--- config.mk ---
export PLATFORM = sky130hd
export DESIGN_NAME = sipo_loader
export DESIGN_NICKNAME = d
export VERILOG_FILES = /design/src/rtl/sipo_pkg.sv /design/src/rtl/sipo_out_reg.sv /design/src/rtl/sipo_loader.sv
export SDC_FILE = /design/constraint.sdc
export NUM_CORES = 1
export LEC_CHECK = 0
export BUFFER_PORTS_ARGS = -buffer_cell sky130_fd_sc_hd__buf_2
export CORE_AREA = 3 3 40 42
export DETAILED_ROUTE_END_ITERATION = 16
export DIE_AREA = 0 0 43 45
export GPL_ROUTABILITY_DRIVEN = 0
export PLACE_DENSITY = 0.71
export SYNTH_ARGS = -nofsm -noshare
export SYNTH_HDL_FRONTEND = slang
export SYNTH_SLANG_ARGS = --single-unit
--- constraint.sdc ---
create_clock -name clk_i -period 1.8 [get_ports clk_i]
set_clock_uncertainty 0.2 [all_clocks]
set_input_delay 0.18 -clock clk_i [delete_from_list [all_inputs] [get_ports clk_i]]
set_output_delay 0.18 -clock clk_i [all_outputs]
set_load 0.03 [all_outputs]
--- src/rtl/sipo_pkg.sv ---
// Shared types and helpers for the serial-in/parallel-out operand loader.
package sipo_pkg;

  typedef enum logic {
    SIPO_SHIFT = 1'b0,
    SIPO_FULL  = 1'b1
  } sipo_state_e;

  // Counter width able to represent 0..w.
  function automatic int unsigned sipo_cnt_width(input int unsigned w);
    return $clog2(w + 1);
  endfunction

endpackage

--- src/rtl/sipo_out_reg.sv ---
// One-entry valid/ready stream register with load enable; holds the parallel word.
module sipo_out_reg #(
  parameter int unsigned Width = 4
) (
  input  logic             clk_i,
  input  logic             rst_ni,
  input  logic             load_i,
  input  logic [Width-1:0] data_i,
  output logic             valid_o,
  input  logic             ready_i,
  output logic [Width-1:0] data_o
);

  always_ff @(posedge clk_i or negedge rst_ni) begin
    if (!rst_ni) begin
      valid_o <= 1'b0;
      data_o  <= '0;
    end else if (load_i) begin
      valid_o <= 1'b1;
      data_o  <= data_i;
    end else if (ready_i) begin
      valid_o <= 1'b0;
    end
  end

endmodule

--- src/rtl/sipo_loader.sv ---
// Serial-in/parallel-out operand loader: LSB-first shift register feeding a
// double-buffered output latch, valid/ready on both sides.
module sipo_loader
  import sipo_pkg::*;
#(
  parameter int unsigned Width = 4
) (
  input  logic             clk_i,
  input  logic             rst_ni,
  input  logic             clr_i,
  input  logic             ser_valid_i,
  output logic             ser_ready_o,
  input  logic             ser_data_i,
  output logic             par_valid_o,
  input  logic             par_ready_i,
  output logic [Width-1:0] par_data_o
);

  localparam int unsigned CntW = sipo_cnt_width(Width);
  localparam logic [CntW-1:0] CntLast = CntW'(Width - 1);

  sipo_state_e      state_q, state_d;
  logic [CntW-1:0]  cnt_q, cnt_d;
  logic [Width-1:0] sr_q;
  logic             accept;
  logic             transfer;
  logic             latch_free;

  assign latch_free = !par_valid_o || par_ready_i;

  // clr_i overrides everything, including a pending FULL transfer.
  always_comb begin
    state_d     = state_q;
    cnt_d       = cnt_q;
    ser_ready_o = 1'b0;
    accept      = 1'b0;
    transfer    = 1'b0;
    if (clr_i) begin
      state_d = SIPO_SHIFT;
      cnt_d   = '0;
    end else begin
      case (state_q)
        SIPO_SHIFT: begin
          ser_ready_o = 1'b1;
          accept      = ser_valid_i;
          if (ser_valid_i) begin
            if (cnt_q == CntLast) begin
              cnt_d   = '0;
              state_d = SIPO_FULL;
            end else begin
              cnt_d = cnt_q + 1'b1;
            end
          end
        end
        SIPO_FULL: begin
          if (latch_free) begin
            transfer = 1'b1;
            state_d  = SIPO_SHIFT;
          end
        end
        default: state_d = SIPO_SHIFT;
      endcase
    end
  end

  always_ff @(posedge clk_i or negedge rst_ni) begin
    if (!rst_ni) begin
      state_q <= SIPO_SHIFT;
      cnt_q   <= '0;
      sr_q    <= '0;
    end else begin
      state_q <= state_d;
      cnt_q   <= cnt_d;
      if (accept) begin
        sr_q <= {ser_data_i, sr_q[Width-1:1]};
      end
    end
  end

  sipo_out_reg #(
    .Width(Width)
  ) u_out_reg (
    .clk_i   (clk_i),
    .rst_ni  (rst_ni),
    .load_i  (transfer),
    .data_i  (sr_q),
    .valid_o (par_valid_o),
    .ready_i (par_ready_i),
    .data_o  (par_data_o)
  );

endmodule

* Word level (Yosys, flattened, before mapping)
Cells that the tools add are included.
** Storage, ports and cells
- RAM bits :: 0
- Bits in latches :: 0
- Bits in read-only memories :: 0
- Flip-flop bits (word level) :: 13
- Memories kept :: 0
- Logic and storage cells :: 32
- Input bits :: 6
- Output and inout port bits :: 6
** Cells by class
- Add/subtract/negate cells :: 1
- Shifts and indexed selects :: 0
- Order comparisons :: 0
- $mul :: 0
- Div/mod/pow operators :: 0
- Bitwise operators :: 1
- Reduce and logical (&&, ||, !) cells :: 5
- Equality and inequality tests :: 2
- Multiplexer cells :: 18
** Operator list (number)
- $mux W1 :: 13
- $mux W3 :: 4
- $reduce_bool A2 Y1 :: 2
- $add A3 B1 Y3 const B :: 1
- $eq A3 B2 Y1 const B :: 1
- $ne A2 B2 Y1 const B :: 1
- $pmux W1 S2 :: 1
- $reduce_and A2 Y1 :: 1
- $logic_not A1 Y1 :: 1
- $logic_or A1 B1 Y1 :: 1
- $not A1 Y1 :: 1

* Logic depth before layout (Yosys ltp)
Gate-level depths: netlist of run 1.
- Word-level depth :: 6
- Depth in mapped cells :: 4
- Gate-level depth less buffers :: 4

* Cells and area by module
A second synthesis of run 1 with hierarchy kept.
** Second synthesis, totals
- Cells, all modules :: 41
- Area, all modules :: 551.8 um^2
** Modules (own cells, without submodules)
- sipo_loader :: area an instance 369.1 um^2, cells each 30, times used 1
- sipo_out_reg :: area an instance 182.7 um^2, cells each 11, times used 1

* Worst setup path before layout of run 1
OpenSTA, ideal clock, no wires.
- Path kind :: register to register
- Start :: register state_q
- End :: register sr_q[3]
- Path slack :: 0.212 ns
- Period minus slack after synthesis :: 1.588 ns
- Data arrival time :: 1.263 ns
- Path buffers :: 0
- Stages on the path, launching flop included :: 4
- Cells stage by stage :: dfrtp_1 nor2_2 and2_4 mux2_2
** On the way
- Cells in the longest elaborated chain, start to end :: 2
** Ends and longest elaborated chain
- start: declaration :: line sipo_loader.sv:22 : sipo_state_e state_q, state_d;
- start signal: assignment :: line sipo_loader.sv:72 : state_q <= state_d;
- $mux W1 :: line sipo_loader.sv:42 : case (state_q)
- $mux W1 :: line sipo_loader.sv:38 : if (clr_i) begin
- end signal: assignment :: line sipo_loader.sv:75 : sr_q <= {ser_data_i, sr_q[Width-1:1]};
- end: declaration :: line sipo_loader.sv:24 : logic [Width-1:0] sr_q;
No other way between the ends.
A chain may end at the register's enable or synchronous reset.

* Worst setup path in the final report of run 1
- Start :: input port clr_i
- End :: register u_out_reg.data_o[2]
** On the way
- Cells in the longest elaborated chain, start to end :: 1
** Ends and longest elaborated chain
- start: declaration :: line sipo_loader.sv:10 : input logic clr_i,
- $mux W1 :: line sipo_loader.sv:38
- end signal: assignment :: line sipo_out_reg.sv:20 : data_o <= data_i;
- end: declaration :: line sipo_out_reg.sv:11 : output logic [Width-1:0] data_o
No other way between the ends.

==> flow_summary.ini, run 1 <==
[power_and_ir_drop]
p_per_area_mw_per_mm2 = 909
vdd_ir_drop_max_mv = 0.572
p_int_mw = 0.462
leakagePower_nw = 0.352
pwr-share-seq_pct = 56.7
swShare_pct = 25.1
clkPwrFrac_pct = 28.0
p_sw_mw = 0.155
combPwrFrac_pct = 15.3

[sta]
fmax_mhz = 624
finalMaxSlewViolations = 0
finalSetupTns_ns = 0
slew_headroom_pct = 80.8
worst_pin_slew_ns = 0.288
hold_viol = 0
setup_viol = 0
rsz0062_at_grt = no
final.min_clock_period_ns = 1.60
period_share_pct = 89.0

[cts]
numCtsBuffers = 3
clock-root-buffer = clkbuf_4
cts_tree = built
cts.sinks = 13
insertion_delay_ns = 0.26
htreeDepth = 1
path_clk_slew_ns = 0.08
cts_setup_buffers = 0
cts.path.max_buffers = 2

[worst_setup_path]
crit_slowest_cell = dlygate4sd3_1
cp_cell_sequence = dlygate4sd3_1, buf_2, nand2b_1, nor2_4, mux2_2
r2r_start = cnt_q[0]
r2r_end = cnt_q[0]
cp.required_ns = 1.75
cpPeakStageDelay_ns = 0.53
arrival_ns = 1.55
critPathKind = input pin to flop
worst-path-buf-inv = 2
cp-end-kind = flop
worstPathMaxFanout = 6
reg2reg_slack_ns = 0.30
cpLargestDelayFamily = buffers and inverters
reg2regPathDepth = 4
cp-start-kind = input pin

[hold_path]
hold_path_end = cnt_q[0]
hold_path.class = input pin to flop
whs_path_depth = 4
worstHoldStart = ser_valid_i

[drt]
drc = 0
via_per_inst = 4.92
antenna_left = 0
wl_um = 865
first_pass_iters = 4
wl_per_cell_um = 11.7
dr.first_iter.drc_count = 6
vias = 364

[yosys]
synthMuxAreaShare_pct = 16.4
synth-seq-area-share_pct = 59.2
netlist_area_sq_um = 549
synth_edf_count = 0
synth_top_family_by_area = simple AND/OR/NAND/NOR gates
yosysWarnings = 0
synthAdderAreaFrac_pct = 2.28
syn_area_per_cell_sq_um = 13.4
syn_nets = 48
synth.distinct_cells = 17
synthFlopType = dfrtp_1
yosys.area_share.simple_pct = 18.0
synth-compound-area-share_pct = 4.10
netlist_instances = 41
ys_ff_latch = 13
synthXorXnorAreaFrac_pct = 0
async_flop_share_pct = 100

[die]
coreArea_sq_mm = 0.00128
ios = 12
die_area_sq_mm = 0.00194
die_w_um = 43
start_util_pct = 42.7
num_rows = 13
fp.dieH_um = 45

[placed_design]
dpl.cell_count = 67
io_buffers = 11
placed_area_sq_um = 623

[finish]
antenna_cells = 0
area_growth_pct = 23.7
stdcell_area_sq_um = 679
drive_above_1_share_pct = 45.8
fin_cells = 74
nNetsFinal = 67

[flow_run]
max_cap_viol_count = 0

[outcome]
status = complete, no violations

[grt]
track_usage_pct = 10.3
grt_pass1_vias = 353
overflow = 0
grt_start_max_net_pins = 14
grt_pass1_wl_um = 1520
antenna_found_initial = 0
-- cells in the final DEF (no fill, tap or decap), drive strengths merged --
cell type / synthesis / final
mux2: 8 / 8
nand2b: 2 / 2
a21oi: 3 / 3
and2b: 2 / 2
or3: 1 / 1
dfrtp: 13 / 13
and2: 1 / 1
nor2: 3 / 3
ha: 1 / 1
a22oi: 1 / 1
nand2: 3 / 3
buf: 0 / 11
clkbuf: 0 / 4
dlygate4sd3: 0 / 3
nor2b: 1 / 1
or2b: 2 / 2
-- Yosys cell counts, types with 2 or more instances --
| cell | number | area, sq um |
|---|---|---|
| dfrtp_1 | 13 | 325 |
| mux2_2 | 8 | 90.1 |
| a21oi_1 | 3 | 15.0 |
| nand2_1 | 3 | 11.3 |
| nand2b_1 | 2 | 12.5 |
-- power by group through the flow --
stage	registers [mW]	clock network, mW	logic [mW]
floorplan	0.367	0	0.0469
global placement	0.355	0	0.0889
detailed placement	0.356	0	0.0914
CTS	0.350	0.183	0.0967
global route	0.354	0.196	0.105
finish	0.350	0.173	0.0946
-- how the worst max path moves through the flow --
stage / endpoint / cells past startpoint / slack, ns / startpoint
floorplan: sr_q[3] / 3 / 0.21 / state_q
global placement: cnt_q[0] / 4 / 0.34 / cnt_q[0]
detailed placement: cnt_q[0] / 4 / 0.29 / cnt_q[0]
CTS: u_out_reg.data_o[1] / 5 / 0.19 / clr_i
global route: u_out_reg.data_o[3] / 5 / 0.14 / clr_i
finish: u_out_reg.data_o[2] / 5 / 0.20 / clr_i
-- final cells by class --
cell class | count | area, sq um
repair buffers | 14 | 85.1
flip-flops and latches | 13 | 325
multi-input cells | 28 | 224
well taps | 15 | 18.8
clock buffers | 4 | 26.3
fillers | 116 | 606
-- logic make-up after synthesis --
family / Yosys count
adder cells (fa/ha/maj): 1
AO/OA/AOI/OAI: 4
multiplexers: 8
flip-flops: 13
AND/OR/NAND/NOR: 15
-- registers in the layout (all words and copies together), names as in the netlist --
signal and cells:
state_q 1, sr_q 4, u_out_reg.valid_o 1, u_out_reg.data_o 4
cnt_q 3
-- worst register-to-register path, delay by kind of cell, from the launching register on --
family	cells	cell delay, ns
AO/OA/AOI/OAI	1	0.12
adder cells (fa/ha/maj)	1	0.21
flip-flops	1	0.40
AND/OR/NAND/NOR	2	0.50
-- per-stage QoR --
step | util, % | total power [mW] | worst slack [ns] | hold WS (ns)
2_1_floorplan | - | 0.413 | 0.212 | -0.316
4_1_cts | 52.9 | 0.630 | 0.189 | 0.0530
3_3_place_gp | 48.5 | 0.444 | 0.337 | -0.120
6_report | 52.9 | 0.618 | 0.197 | 0.0636
5_1_grt | 52.9 | 0.655 | 0.144 | 0.0654
3_5_place_dp | 48.5 | 0.448 | 0.295 | -0.118
-- layer usage --
metal | vias up | routed length (um) | global-route usage, %
met1 | 175 | 422 | 14.4
met2 | 10 | 381 | 15.6
met3 | 0 | 61 | 2.79
met5 | - | 0 | 0
met4 | 0 | 0 | 3.61
li1 | 179 | - | -
-- timing repair --
item | CTS | global route
gates resized for setup | 0 | 0
hold endpoints to repair | 17 | 0
hold buffers | 3 | 0
Power figures use the tool's default switching activity.
==> run 2: changes to the inputs <==
--- a/config.mk
+++ b/config.mk
@@ -5,12 +5,13 @@
 export SDC_FILE = /design/constraint.sdc
 export NUM_CORES = 1
 export LEC_CHECK = 0
+export ABC_AREA = 1
 export BUFFER_PORTS_ARGS = -buffer_cell sky130_fd_sc_hd__buf_2
 export CORE_AREA = 3 3 40 42
 export DETAILED_ROUTE_END_ITERATION = 16
 export DIE_AREA = 0 0 43 45
 export GPL_ROUTABILITY_DRIVEN = 0
-export PLACE_DENSITY = 0.71
+export PLACE_DENSITY = 0.73
 export SYNTH_ARGS = -nofsm -noshare
 export SYNTH_HDL_FRONTEND = slang
 export SYNTH_SLANG_ARGS = --single-unit
==> constraint.sdc (replaced) <==
create_clock -name clk_i -period 1.8 [get_ports clk_i]
set_clock_uncertainty 0.2 [all_clocks]
set_input_delay 0.18 -clock clk_i [delete_from_list [all_inputs] [get_ports clk_i]]
set_output_delay 0.18 -clock clk_i [all_outputs]
set_load 0.02 [all_outputs]
==> flow_summary.ini, run 2 <==
[drt]
wl_um = 932
via_per_inst = 4.58
vias = 440
drc = 0
wl_per_cell_um = 9.71
antenna_left = 0
dr.first_iter.drc_count = 6
first_pass_iters = 4

[grt]
grt_pass1_wl_um = 1660
overflow = 0
grt_pass1_vias = 402
grt_start_max_net_pins = 14
track_usage_pct = 11.4
antenna_found_initial = 0

[power_and_ir_drop]
leakagePower_nw = 0.407
p_per_area_mw_per_mm2 = 833
swShare_pct = 26.3
p_int_mw = 0.426
clkPwrFrac_pct = 30.5
p_sw_mw = 0.152
finalPower_mw = 0.578
vdd_ir_drop_max_mv = 0.447
combPwrFrac_pct = 12.1
pwr-share-seq_pct = 57.4

[worst_setup_path]
cpLargestDelayFamily = flip-flops
arrival_ns = 0.99
worst-path-buf-inv = 1
worstPathMaxFanout = 2
cp_cell_sequence = nor2_2, buf_2
crit_slowest_cell = dfrtp_1
cp-start-kind = flop
cpPeakStageDelay_ns = 0.40
cp.required_ns = 1.42
cp-end-kind = primary output
critPathLaunch = state_q
critPathKind = flop to primary output
r2r_start = state_q

[yosys]
synthTopCellsByArea = dfrtp_1 57%, nand2_1 18%, nand3_1 7.0%
ys_ff_latch = 13
netlist_instances = 64
synth_top_area_cell = dfrtp_1
async_flop_share_pct = 100
synthFlopType = dfrtp_1
syn_nets = 71
yosysWarnings = 0
synth_commonest_cells = 28 x nand2_1, 13 x dfrtp_1, 8 x nand3_1
synth.distinct_cells = 11
netlist_area_sq_um = 572
syn_area_per_cell_sq_um = 8.93
synth_edf_count = 0
synth_top_area_share_pct = 56.9
synth-seq-area-share_pct = 56.9
post-synth-top-count-cell = nand2_1

[finish]
antenna_cells = 0
area_growth_pct = 21.2
fill_cells = 122
nNetsFinal = 89
stdcell_area_sq_um = 693
fin_cells = 96
multi_input_area_sq_um = 224
top_regs = sr_q (4), u_out_reg.data_o (4), cnt_q (3)
seq_area_sq_um = 325
final_cell_mix = 28 x nand2_1, 13 x dfrtp_1, 11 x buf_2
fin_util_pct = 53.9
drive_above_1_share_pct = 27.2
layout_commonest_cell = nand2_1

[hold_path]
hold_path.class = input pin to flop
worstHoldStart = ser_valid_i

[placed_design]
dpl.cell_count = 90
io_buffers = 11
dp_hpwl_um = 707
pre_cts_slack_ns = 0.622
placed_area_sq_um = 646

[sta]
slew_headroom_pct = 80.9
whs_ns = 0.0270
worst_pin_slew_ns = 0.286
fmax_mhz = 732
finalSetupTns_ns = 0
finalMaxSlewViolations = 0
final.min_clock_period_ns = 1.37
hold_viol = 0
fin_ws_ns = 0.434
setup_viol = 0
rsz0062_at_grt = no
period_share_pct = 75.9

[die]
start_util_pct = 44.5
fp.dieH_um = 45
coreArea_sq_mm = 0.00128
num_rows = 13
die_area_sq_mm = 0.00194
ios = 12
die_w_um = 43

[cts]
cts.path.max_buffers = 2
path_clk_slew_ns = 0.08
insertion_delay_ns = 0.27
clock-root-buffer = clkbuf_4
cts_tree = built
cts.sinks = 13
htreeDepth = 1
numCtsBuffers = 3

[outcome]
status = complete, no violations

[flow_run]
max_cap_viol_count = 0
-- run 2: cell types whose count changed in the layout (fill, tap and decap cells not counted), sizes merged, moves of 6 or more --
cell | before | now
mux2 | 8 | 0
nand3 | 0 | 8
nand2 | 3 | 31
inv | 0 | 6
-- run 2: logic make-up (layout without fill, tap and decap cells) --
logic type,count (synthesis),after routing,share of synthesized area (%)
AND/OR/NAND/NOR,42,42,34.6
flip-flops,13,13,56.9
buffers and inverters,6,23,3.94
AO/OA/AOI/OAI,2,2,2.41
adder cells (fa/ha/maj),1,1,2.19
-- run 2: path summary, 6_finish.rpt --
check	end	slack, ns	depth (start not counted)
max reg2reg	cnt_q[0]	0.62	5
min reg2reg	u_out_reg.data_o[3]	0.27	2
min in group asynchronous	sr_q[1]	0.11	2
max	ser_ready_o	0.43	2
min	state_q	0.03	3
max in group asynchronous	u_out_reg.data_o[3]	1.06	2
-- run 2: per-layer routing --
metal  vias up  routed length [um]  track usage, %
met3         2                  28            2.39
met2         8                 417            17.4
met4         0                  16            5.42
li1        233                   -               -
met1       197                 469            15.7
met5         -                   0               0
-- run 2: cell type report --
type                    count  area share [%]
well taps                  15            2.71
repair buffers             13            10.8
flip-flops and latches     13            46.9
clock inverters             1           0.722
clock buffers               3            3.25
inverters                   6            3.25
multi-input cells          45            32.3
-- run 2: timing repair --
action,in CTS,in global routing
endpoints found under the hold margin,14,0
gates resized for setup,0,0
setup buffers,0,0
hold buffers,2,0
-- run 2: power by group through the flow --
stage	Clock (mW)	Combinational (mW)	Sequential [mW]
floorplan	0	0.0343	0.342
global placement	0	0.0666	0.337
detailed placement	0	0.0677	0.337
CTS	0.183	0.0714	0.331
global route	0.198	0.0805	0.336
finish	0.176	0.0696	0.332
-- run 2: worst register-to-register path, stage by stage (launching register included) --
cell	delay, ns
dfrtp_1	0.40
inv_1	0.14
nand2_2	0.10
nor2_4	0.15
nand2_1	0.07
nand2_1	0.05
==> run 3: changes to the inputs <==
==> constraint.sdc (replaced) <==
create_clock -name clk_i -period 1.3 [get_ports clk_i]
set_clock_uncertainty 0.2 [all_clocks]
set_input_delay 0.13 -clock clk_i [delete_from_list [all_inputs] [get_ports clk_i]]
set_output_delay 0.13 -clock clk_i [all_outputs]
set_load 0.02 [all_outputs]
==> flow_summary.ini, run 3 (synthesis gave the netlist of run 2 again) <==
[worst_setup_path]
cp.required_ns = 0.97
reg2regPathDepth = 5
worst-path-buf-inv = 1
cpLargestDelayFamily = flip-flops
cp-endpoint = ser_ready_o
r2r_end = u_out_reg.data_o[2]
cpPeakStageDelay_ns = 0.42
worstPathMaxFanout = 2
cp-end-kind = primary output
critPathKind = flop to primary output
cp_cell_sequence = nor2_4, buf_6
reg2reg_slack_ns = 0.09
critPathLaunch = state_q
r2r_start = state_q
cp.depth = 2
arrival_ns = 0.96
crit_slowest_cell = dfrtp_1
cp-start-kind = flop

[finish]
fin_cells = 98
drive_above_1_share_pct = 27.7
final_cell_mix = 28 x nand2_1, 13 x dfrtp_1, 10 x buf_2
area_growth_pct = 26.3
fin_util_pct = 56.2
nNetsFinal = 91
layout_commonest_cell = nand2_1
top_regs = sr_q (4), u_out_reg.data_o (4), cnt_q (3)
antenna_cells = 0

[placed_design]
pre_cts_slack_ns = 0.122
io_buffers = 11
dpl.cell_count = 90
dp_hpwl_um = 707

[grt]
overflow = 0
track_usage_pct = 11.9
grt_pass1_wl_um = 1720
antenna_found_initial = 0
grt_pass1_vias = 415
grt_start_max_net_pins = 14

[drt]
antenna_left = 0
dr_wl_met2_um = 490
drc = 0
dr.first_iter.drc_count = 7
via_per_inst = 4.72
drt-met1-wl_um = 491
routed-wl-met3_um = 34
wl_per_cell_um = 10.5
routed.top_layer = met4
first_pass_iters = 4
wl_um = 1030
vias = 463

[die]
fp.dieH_um = 45
die_area_sq_mm = 0.00194
die_w_um = 43
coreArea_sq_mm = 0.00128
start_util_pct = 44.5
ios = 12
num_rows = 13

[sta]
period_share_pct = 99.0
rsz0062_at_grt = yes
slew_headroom_pct = 80.6
hold_viol = 0
fmax_mhz = 777
fin_ws_ns = 0.0126
setup_viol = 0
worst_pin_slew_ns = 0.291
final.min_clock_period_ns = 1.29
finalMaxSlewViolations = 0

[power_and_ir_drop]
p_per_area_mw_per_mm2 = 1130
vdd_ir_drop_max_mv = 0.619
leakagePower_nw = 0.420
finalPower_mw = 0.812

[outcome]
status = complete, no violations

[hold_path]
hold_path.class = input pin to flop

[cts]
path_clk_slew_ns = 0.08
clock-root-buffer = clkbuf_4
insertion_delay_ns = 0.27
numCtsBuffers = 3
cts.sinks = 13
htreeDepth = 1
cts.path.max_buffers = 2
cts_tree = built

[flow_run]
max_cap_viol_count = 0
==> run 3: cell count changes in the layout (fill, tap and decap cells not counted), sizes merged <==
cell         change
buf              +1
dlygate4sd3      +1
==> run 3: routing by layer <==
layer / vias to the layer above / GRT usage (%)
met4: 0 / 5.42
met2: 10 / 19.2
li1: 238 / -
met3: 2 / 2.39
met1: 213 / 15.7
met5: - / 0
==> run 3: tightest hold or removal path: cells and delay by family <==
family / cells / cell delay, ns
and+or+nand+nor: 3 / 0.17
buffers and inverters: 1 / 0.18
==> run 3: metrics by stage <==
stage / hold WS, ns / instance area [sq um] / setup TNS, ns
after floorplan: -0.366 / 572 / 0
after global placement: -0.175 / 646 / 0
after detailed placement: -0.170 / 646 / 0
after CTS: 0.00740 / 706 / 0
after global routing: 0.0576 / 722 / -0.100
final: 0.0276 / 722 / 0
==> run 3: final cells by class <==
type | count | area, sq um
repair buffers | 15 | 98.8
clock inverters | 1 | 5.00
multi-input cells | 45 | 229
fillers | 118 | 563
well taps | 15 | 18.8
flip-flops and latches | 13 | 325
inverters | 6 | 22.5
clock buffers | 3 | 22.5
==> run 3: what timing repair did <==
action                                  in CTS  in global routing
pin swaps                                    1                  1
setup buffers                                0                  1
endpoints found under the setup margin       1                  1
endpoints found under the hold margin       16                  0
resized for setup                            1                  2
cloned                                       0                  0
hold buffers                                 3                  0
==> run 3: power by group <==
| group | switching [mW] | internal, mW | leakage (nW) |
|---|---|---|---|
| Combinational | 0.0625 | 0.0439 | 0.227 |
| Clock | 0.132 | 0.114 | 0.0177 |
| Sequential | 0.0219 | 0.438 | 0.175 |
| Total | 0.216 | 0.596 | 0.420 |
==> run 3: how the worst min path moves through the flow <==
stage / start / to / slack, ns / cells past startpoint
global placement: rst_ni / u_out_reg.data_o[1] / -0.18 / 1
global route: clr_i / sr_q[1] / 0.06 / 4
detailed placement: rst_ni / u_out_reg.valid_o / -0.17 / 1
CTS: clr_i / sr_q[3] / 0.007 / 4
floorplan: rst_ni / cnt_q[0] / -0.37 / 0
finish: clr_i / sr_q[3] / 0.03 / 4
